<file path="config.mk">
export PLATFORM = sky130hd
export DESIGN_NAME = relu_out_stage
export DESIGN_NICKNAME = d
export VERILOG_FILES = /design/src/rtl/nn_pkg.sv /design/src/rtl/sync_fifo.sv /design/src/rtl/relu_out_stage.sv
export SDC_FILE = /design/constraint.sdc
export NUM_CORES = 1
export LEC_CHECK = 0
export ABC_AREA = 1
export CORE_ASPECT_RATIO = 0.7
export CORE_MARGIN = 3
export CORE_UTILIZATION = 46
export DETAILED_ROUTE_END_ITERATION = 8
export PLACE_DENSITY = 0.81
export SLEW_MARGIN = 0
export SYNTH_ARGS = -nofsm -noshare
export SYNTH_HDL_FRONTEND = slang
export SYNTH_SLANG_ARGS = --single-unit
export TNS_END_PERCENT = 1
</file>
<file path="constraint.sdc">
create_clock -name clk -period 1.6 [get_ports clk]
set_input_delay 0.16 -clock clk [delete_from_list [all_inputs] [get_ports clk]]
set_output_delay 0.16 -clock clk [all_outputs]
set_load 0.01 [all_outputs]
</file>
<file path="src/rtl/nn_pkg.sv">
// Shared neural-network datapath package: default activation-stage
// constants and the ReLU/shift/saturate quantiser used by the activation
// output stages.
package nn_pkg;

   // Default activation-stage configuration.
   localparam int NN_WIDTH = 8;
   localparam int NN_SHIFT = 4;
   localparam int NN_DEPTH = 2;
   localparam int NN_CNT_W = 16;

   // The quantiser works on fixed wide operands so a single function can
   // serve stages of any width up to these limits. Callers sign-extend the
   // accumulation into QUANT_IN_W bits and keep the low bits of the result.
   localparam int QUANT_IN_W  = 64;
   localparam int QUANT_OUT_W = 32;

   localparam logic signed [QUANT_IN_W:0] QUANT_ONE = (QUANT_IN_W + 1)'(1);

   // Quantiser result: activation value and saturation flag.
   typedef struct packed {
      logic [QUANT_OUT_W-1:0] value;
      logic                   sat;
   } quant_t;

   // ReLU, then arithmetic right shift (optionally round-half-up), then
   // saturate to an unsigned 'width'-bit value. The extra headroom bit keeps
   // the rounding add from overflowing at the most positive input.
   function automatic quant_t relu_quant(
      input logic signed [QUANT_IN_W-1:0] acc,
      input int unsigned                  shift,
      input int unsigned                  width,
      input logic                         round_en
   );
      logic signed [QUANT_IN_W:0] wide;
      logic signed [QUANT_IN_W:0] t;
      logic signed [QUANT_IN_W:0] max_v;
      quant_t                     q;
      q     = '0;
      wide  = {acc[QUANT_IN_W-1], acc};
      t     = '0;
      max_v = (QUANT_ONE <<< width) - QUANT_ONE;
      // Non-positive sums clamp to zero; only strictly positive sums scale.
      if (!acc[QUANT_IN_W-1] && (acc != '0)) begin
         if (round_en && (shift != 0)) begin
            wide = wide + (QUANT_ONE <<< (shift - 1));
         end
         t = wide >>> shift;
         if (t > max_v) begin
            q.value = max_v[QUANT_OUT_W-1:0];
            q.sat   = 1'b1;
         end else begin
            q.value = t[QUANT_OUT_W-1:0];
         end
      end
      return q;
   endfunction

endpackage

</file>
<file path="src/rtl/sync_fifo.sv">
// Synchronous FIFO with registered head. Pointers wrap modulo DEPTH
// (a power of two); occupancy is tracked in a separate 0..DEPTH counter so
// full and empty never alias. Push and pop in the same cycle are legal even
// when full. The read port shows zero while the FIFO is empty.
module sync_fifo #(
   parameter int WIDTH = 8,
   parameter int DEPTH = 2
) (
   input  logic                       clk,
   input  logic                       rst,
   input  logic                       push,
   input  logic                       pop,
   input  logic [WIDTH-1:0]           wr_data,
   output logic [WIDTH-1:0]           rd_data,
   output logic                       full,
   output logic                       empty,
   output logic [$clog2(DEPTH+1)-1:0] count
);

   localparam int PTR_W = (DEPTH > 1) ? $clog2(DEPTH) : 1;
   localparam int CNT_B = $clog2(DEPTH + 1);

   logic [WIDTH-1:0] mem [DEPTH];
   logic [PTR_W-1:0] wr_ptr;
   logic [PTR_W-1:0] rd_ptr;
   logic [CNT_B-1:0] cnt_q;
   logic             do_push;
   logic             do_pop;

   assign empty   = (cnt_q == '0);
   assign full    = (cnt_q == CNT_B'(DEPTH));
   assign count   = cnt_q;
   assign do_pop  = pop & ~empty;
   assign do_push = push & (~full | do_pop);
   assign rd_data = empty ? '0 : mem[rd_ptr];

   // Pointer and occupancy bookkeeping.
   // NOTE: sequential state uses non-blocking assignments so every register
   // samples pre-edge values regardless of statement order.
   always_ff @(posedge clk or negedge rst) begin
      if (!rst) begin
         wr_ptr <= '0;
         rd_ptr <= '0;
         cnt_q  <= '0;
      end else begin
         if (do_push) wr_ptr <= wr_ptr + PTR_W'(1);
         if (do_pop)  rd_ptr <= rd_ptr + PTR_W'(1);
         case ({do_push, do_pop})
            2'b10:   cnt_q <= cnt_q + CNT_B'(1);
            2'b01:   cnt_q <= cnt_q - CNT_B'(1);
            default: cnt_q <= cnt_q;
         endcase
      end
   end

   // Storage array write.
   // NOTE: the array is deliberately not reset; stale entries are never
   // visible because the read port is gated by the reset occupancy counter.
   always_ff @(posedge clk) begin
      if (do_push) mem[wr_ptr] <= wr_data;
   end

endmodule

</file>
<file path="src/rtl/relu_out_stage.sv">
// ReLU output stage: takes each final signed 2*WIDTH-bit accumulation,
// applies ReLU, right-shifts by SHIFT and saturates to an unsigned
// WIDTH-bit activation. One register stage (S1) feeds a small output FIFO
// behind a valid/ready handshake. Saturated results are counted.
// Build option: define RELU_OUT_ROUND_EN for round-half-up instead of
// truncation on the shift of positive sums.
module relu_out_stage
   import nn_pkg::*;
#(
   parameter int WIDTH = NN_WIDTH,
   parameter int SHIFT = NN_SHIFT,
   parameter int DEPTH = NN_DEPTH,
   parameter int CNT_W = NN_CNT_W
) (
   input  logic                 clk,
   input  logic                 rst,
   input  logic                 in_valid,
   output logic                 in_ready,
   input  logic [2*WIDTH-1:0]   in_data,
   output logic                 out_valid,
   input  logic                 out_ready,
   output logic [WIDTH-1:0]     out_data,
   output logic [CNT_W-1:0]     sat_cnt,
   output logic                 busy
);

`ifdef RELU_OUT_ROUND_EN
   localparam logic ROUND_EN = 1'b1;
`else
   localparam logic ROUND_EN = 1'b0;
`endif

   localparam int CNT_B = $clog2(DEPTH + 1);

   logic                         accept;
   logic                         pop;
   logic signed [QUANT_IN_W-1:0] in_ext;
   quant_t                       quant;
   logic                         s1_valid;
   logic [WIDTH-1:0]             s1_data;
   logic [CNT_B-1:0]             fifo_count;
   logic                         fifo_full;
   logic                         fifo_empty;
   logic                         unused_quant;

   // Sign-extend the accumulation into the quantiser's operand width.
   assign in_ext = {{(QUANT_IN_W - 2*WIDTH){in_data[2*WIDTH-1]}}, in_data};

   // Combinational quantiser on the incoming accumulation.
   // NOTE: every always_comb output gets a default first so no path can
   // leave it unassigned and infer a latch.
   always_comb begin
      quant = '0;
      quant = relu_quant(in_ext, SHIFT, WIDTH, ROUND_EN);
   end

   // The value never exceeds 2^WIDTH-1, so the upper bits carry nothing.
   assign unused_quant = ^{quant.value[QUANT_OUT_W-1:WIDTH], fifo_full};

   // Head pops on the output handshake.
   assign pop = out_valid & out_ready;

   // Space exists when FIFO contents plus the S1 entry leave a slot free,
   // or a slot frees up this cycle. Independent of in_valid by design.
   assign in_ready = ((int'(fifo_count) + int'(s1_valid)) < DEPTH) || pop;
   assign accept   = in_valid & in_ready;

   // S1 register: capture the quantised result on every accepted input.
   always_ff @(posedge clk or negedge rst) begin
      if (!rst) begin
         s1_valid <= 1'b0;
         s1_data  <= '0;
      end else begin
         s1_valid <= accept;
         if (accept) s1_data <= quant.value[WIDTH-1:0];
      end
   end

   // Saturation event counter: counts S1 captures that clipped, sticks at
   // all ones instead of wrapping.
   always_ff @(posedge clk or negedge rst) begin
      if (!rst) begin
         sat_cnt <= '0;
      end else if (accept && quant.sat && (sat_cnt != '1)) begin
         sat_cnt <= sat_cnt + CNT_W'(1);
      end
   end

   // Output buffer behind S1; S1 always finds room thanks to in_ready.
   sync_fifo #(
      .WIDTH (WIDTH),
      .DEPTH (DEPTH)
   ) u_fifo (
      .clk     (clk),
      .rst     (rst),
      .push    (s1_valid),
      .pop     (pop),
      .wr_data (s1_data),
      .rd_data (out_data),
      .full    (fifo_full),
      .empty   (fifo_empty),
      .count   (fifo_count)
   );

   assign out_valid = ~fifo_empty;
   assign busy      = s1_valid | ~fifo_empty;

endmodule

</file>
==> results of run 1 <==
-- flip-flops by register name, summed over array words and instances, names as in the netlist --
signal,flops
s1_valid,1
u_fifo.wr_ptr,1
u_fifo.count,2
u_fifo.mem,16
sat_cnt,16
u_fifo.rd_ptr,1
s1_data,8
-- area by class of cell --
type                    instances  area [sq um]
inverters                      19          73.8
fillers                       380          1550
clock buffers                   7          76.3
well taps                      66          82.6
flip-flops and latches         45          1210
clock inverters                 1          7.51
multi-input cells             202           978
repair buffers                 61           559
-- power by group through the flow --
stage,Combinational (uW),Sequential [uW],Clock (uW)
2_1_floorplan,705,1670,0
3_3_place_gp,1440,1660,0
3_5_place_dp,1490,1670,0
4_1_cts,1370,1650,686
5_1_grt,1550,1680,754
6_report,1370,1660,675
-- placed cells by master (no fill, tap or decap) --
cell / count
buf_4: 14
ha_1: 2
xnor2_1: 5
nand2_1: 104
inv_2: 2
xor2_1: 7
nand2_2: 4
a21oi_1: 9
clkdlybuf4s50_1: 35
clkbuf_8: 5
dfrtp_1: 29
nand3_1: 7
clkinvlp_4: 1
edfxtp_1: 16
o21ai_0: 21
o31ai_4: 1
nand3b_1: 1
inv_4: 1
nor2_1: 27
nor2_2: 3
buf_6: 1
inv_1: 16
dlygate4sd2_1: 10
clkbuf_1: 2
buf_2: 1
or2_2: 1
nor2_4: 3
nand2_4: 3
nand4_1: 4
-- final timing paths --
check / from / end / slack, ps / cells past startpoint
max: u_fifo.count[0] / busy / 20 / 4
min: rst / sat_cnt[2] / 240 / 2
max reg2reg: u_fifo.count[0] / u_fifo.count[1] / 30 / 5
min reg2reg: s1_data[5] / u_fifo.mem[1][5] / 490 / 0
max in group asynchronous: rst / s1_data[7] / 1070 / 2
min in group clk: s1_data[5] / u_fifo.mem[1][5] / 490 / 0
-- timing repair --
action                                  CTS  global route
resized for setup                        15             3
setup buffers                             0             0
cloned                                    0             0
pin swaps                                 1             0
endpoints found under the setup margin   11            31
-- layer usage --
metal | vias up | track usage
li1 | 989 | -
met1 | 846 | 0.265
met2 | 60 | 0.274
met3 | 2 | 0.0452
met4 | 0 | 0.0439
met5 | - | 0
-- cell families after synthesis --
kind of cell | share of synthesized area
buffers and inverters | 0.0441
AO/OA/AOI/OAI | 0.0695
adder cells (fa/ha/maj) | 0.0110
AND/OR/NAND/NOR | 0.297
flip-flops | 0.532
XOR/XNOR | 0.0463
-- through the flow --
step	hold WS, ps	setup slack, ps	std cells	total power [uW]
after global placement	459	-147	393	3100
after CTS	251	-29.2	401	3710
after floorplan	-136	18.8	269	2370
after detailed placement	470	-212	393	3160
final	239	20.0	401	3700
after global routing	257	-94.9	401	3990
==> results.json, run 1 <==
{
  "wirelength_met1_mm": 2.43,
  "report.final.slew_viol_count": 0,
  "vias_per_cell": 4.73,
  "worstSkewPairLatency_ps": 290,
  "leakage_uw": 0.00128,
  "syn_nets": 291,
  "tightest_slew_ps": 640,
  "crit_family": "simple AND/OR/NAND/NOR gates",
  "worstPathArrival_ps": 1420,
  "rows": 20,
  "critPathBufInv": 2,
  "outcome": "completed",
  "routed.top_layer": "met4",
  "ys_seq_area_frac": 0.532,
  "place_hpwl_mm": 3.83,
  "utilization": 0.659,
  "critPathSlowestCell": "dfrtp_1",
  "hold_violations": 0,
  "cts_tree": "yes",
  "synthCells": 269,
  "crit_path_end_kind": "output port",
  "grt_max_degree": 30,
  "netlist_top_cells_area": "dfrtp_1 (32%), edfxtp_1 (21%), nand2_1 (17%), nor2_1 (4.6%), o21ai_0 (4.6%)",
  "antenna_found_initial": 0,
  "drc": 0,
  "grt_pass1_vias": 1828,
  "synthFlopType": "dfrtp_1",
  "drive_above_1_share": 0.119,
  "critPathRequiredTime_ps": 1440,
  "synth_enable_flop_cells": 16,
  "area_delta_synth_final_pct": 31.5,
  "worstPathCellList": "nor2_2 > inv_1 > or2_2 > buf_2",
  "start_util": 0.501,
  "grt_overflow_total": 0,
  "grt_usage": 0.182,
  "async_flop_share": 0.644,
  "grt_pass1_wl_mm": 8.37,
  "fp.dieH_microns": 64.8,
  "finalCritPeriodShare": 0.988,
  "drt_iter0_markers": 133,
  "synth_commonest_cells": "nand2_1 (104), dfrtp_1 (29), nor2_1 (28), o21ai_0 (21), inv_1 (17)",
  "synth.top_cell.area_share": 0.320,
  "swShare": 0.342,
  "dr_wl_met3_microns": 324,
  "setup_tns_ps": 0,
  "synth.cell_area_sq_um": 2270,
  "cts-root-buf": "clkbuf_8",
  "maxCapViolations": 0,
  "ioPinCount": 47,
  "synth_cell_types": 24,
  "io_buffers": 46,
  "seq_power_share": 0.447,
  "met2RoutedLength_mm": 2.13,
  "setup_viol": 0,
  "skew_ps": 15.0,
  "yosys_warnings": 0,
  "p_switching_uw": 1260,
  "clkPwrFrac": 0.182,
  "placed_area_sq_um": 2900,
  "core_area_sq_um": 4530,
  "synth_area_leader_cell": "dfrtp_1",
  "min_period_ps": 1580,
  "final_area_sq_um": 2980,
  "p_comb_frac": 0.370,
  "gp_congestion": 0.921,
  "path_class": "reg -> out",
  "ys_ff_latch": 45,
  "start_kind": "flop",
  "nets": 356,
  "wire_per_inst_microns": 12.3,
  "hp-class": "in -> async",
  "wirelength_mm": 4.92,
  "worstPathMaxFanout": 3,
  "internal_power_uw": 2440,
  "hold_buffers": 0,
  "yosysMostFrequentCell": "nand2_1",
  "vias": 1897,
  "clk_pin_slew_ps": 90,
  "cts_buffers": 5,
  "maxSlewHeadroom": 0.572,
  "vdd_ir_drop_max_mv": 0.539,
  "cts.path.max_buffers": 2,
  "syn_area_per_cell_sq_um": 8.43,
  "cts.sinks": 45,
  "rsz0062_at_grt": "yes",
  "dr.pass1.iters": 4,
  "fp.dieArea_sq_um": 5820,
  "antenna_cells": 0,
  "die_w_microns": 89.9,
  "power.density_nw_per_um2": 1240,
  "cts-htree-levels": 2,
  "fmax_mhz": 633,
  "antenna_left": 0,
  "max_stage_delay_ps": 430
}
Power figures use the tool's default switching activity.
==> run 2: changes to the inputs <==
--- a/config.mk
+++ b/config.mk
@@ -6,6 +6,7 @@
 export NUM_CORES = 1
 export LEC_CHECK = 0
 export ABC_AREA = 1
+export ABC_CLOCK_PERIOD_IN_PS = 1600
 export CORE_ASPECT_RATIO = 0.7
 export CORE_MARGIN = 3
 export CORE_UTILIZATION = 46
==> results of run 2 <==
No change in the layout: final DEF, timing and power equal those of run 1.
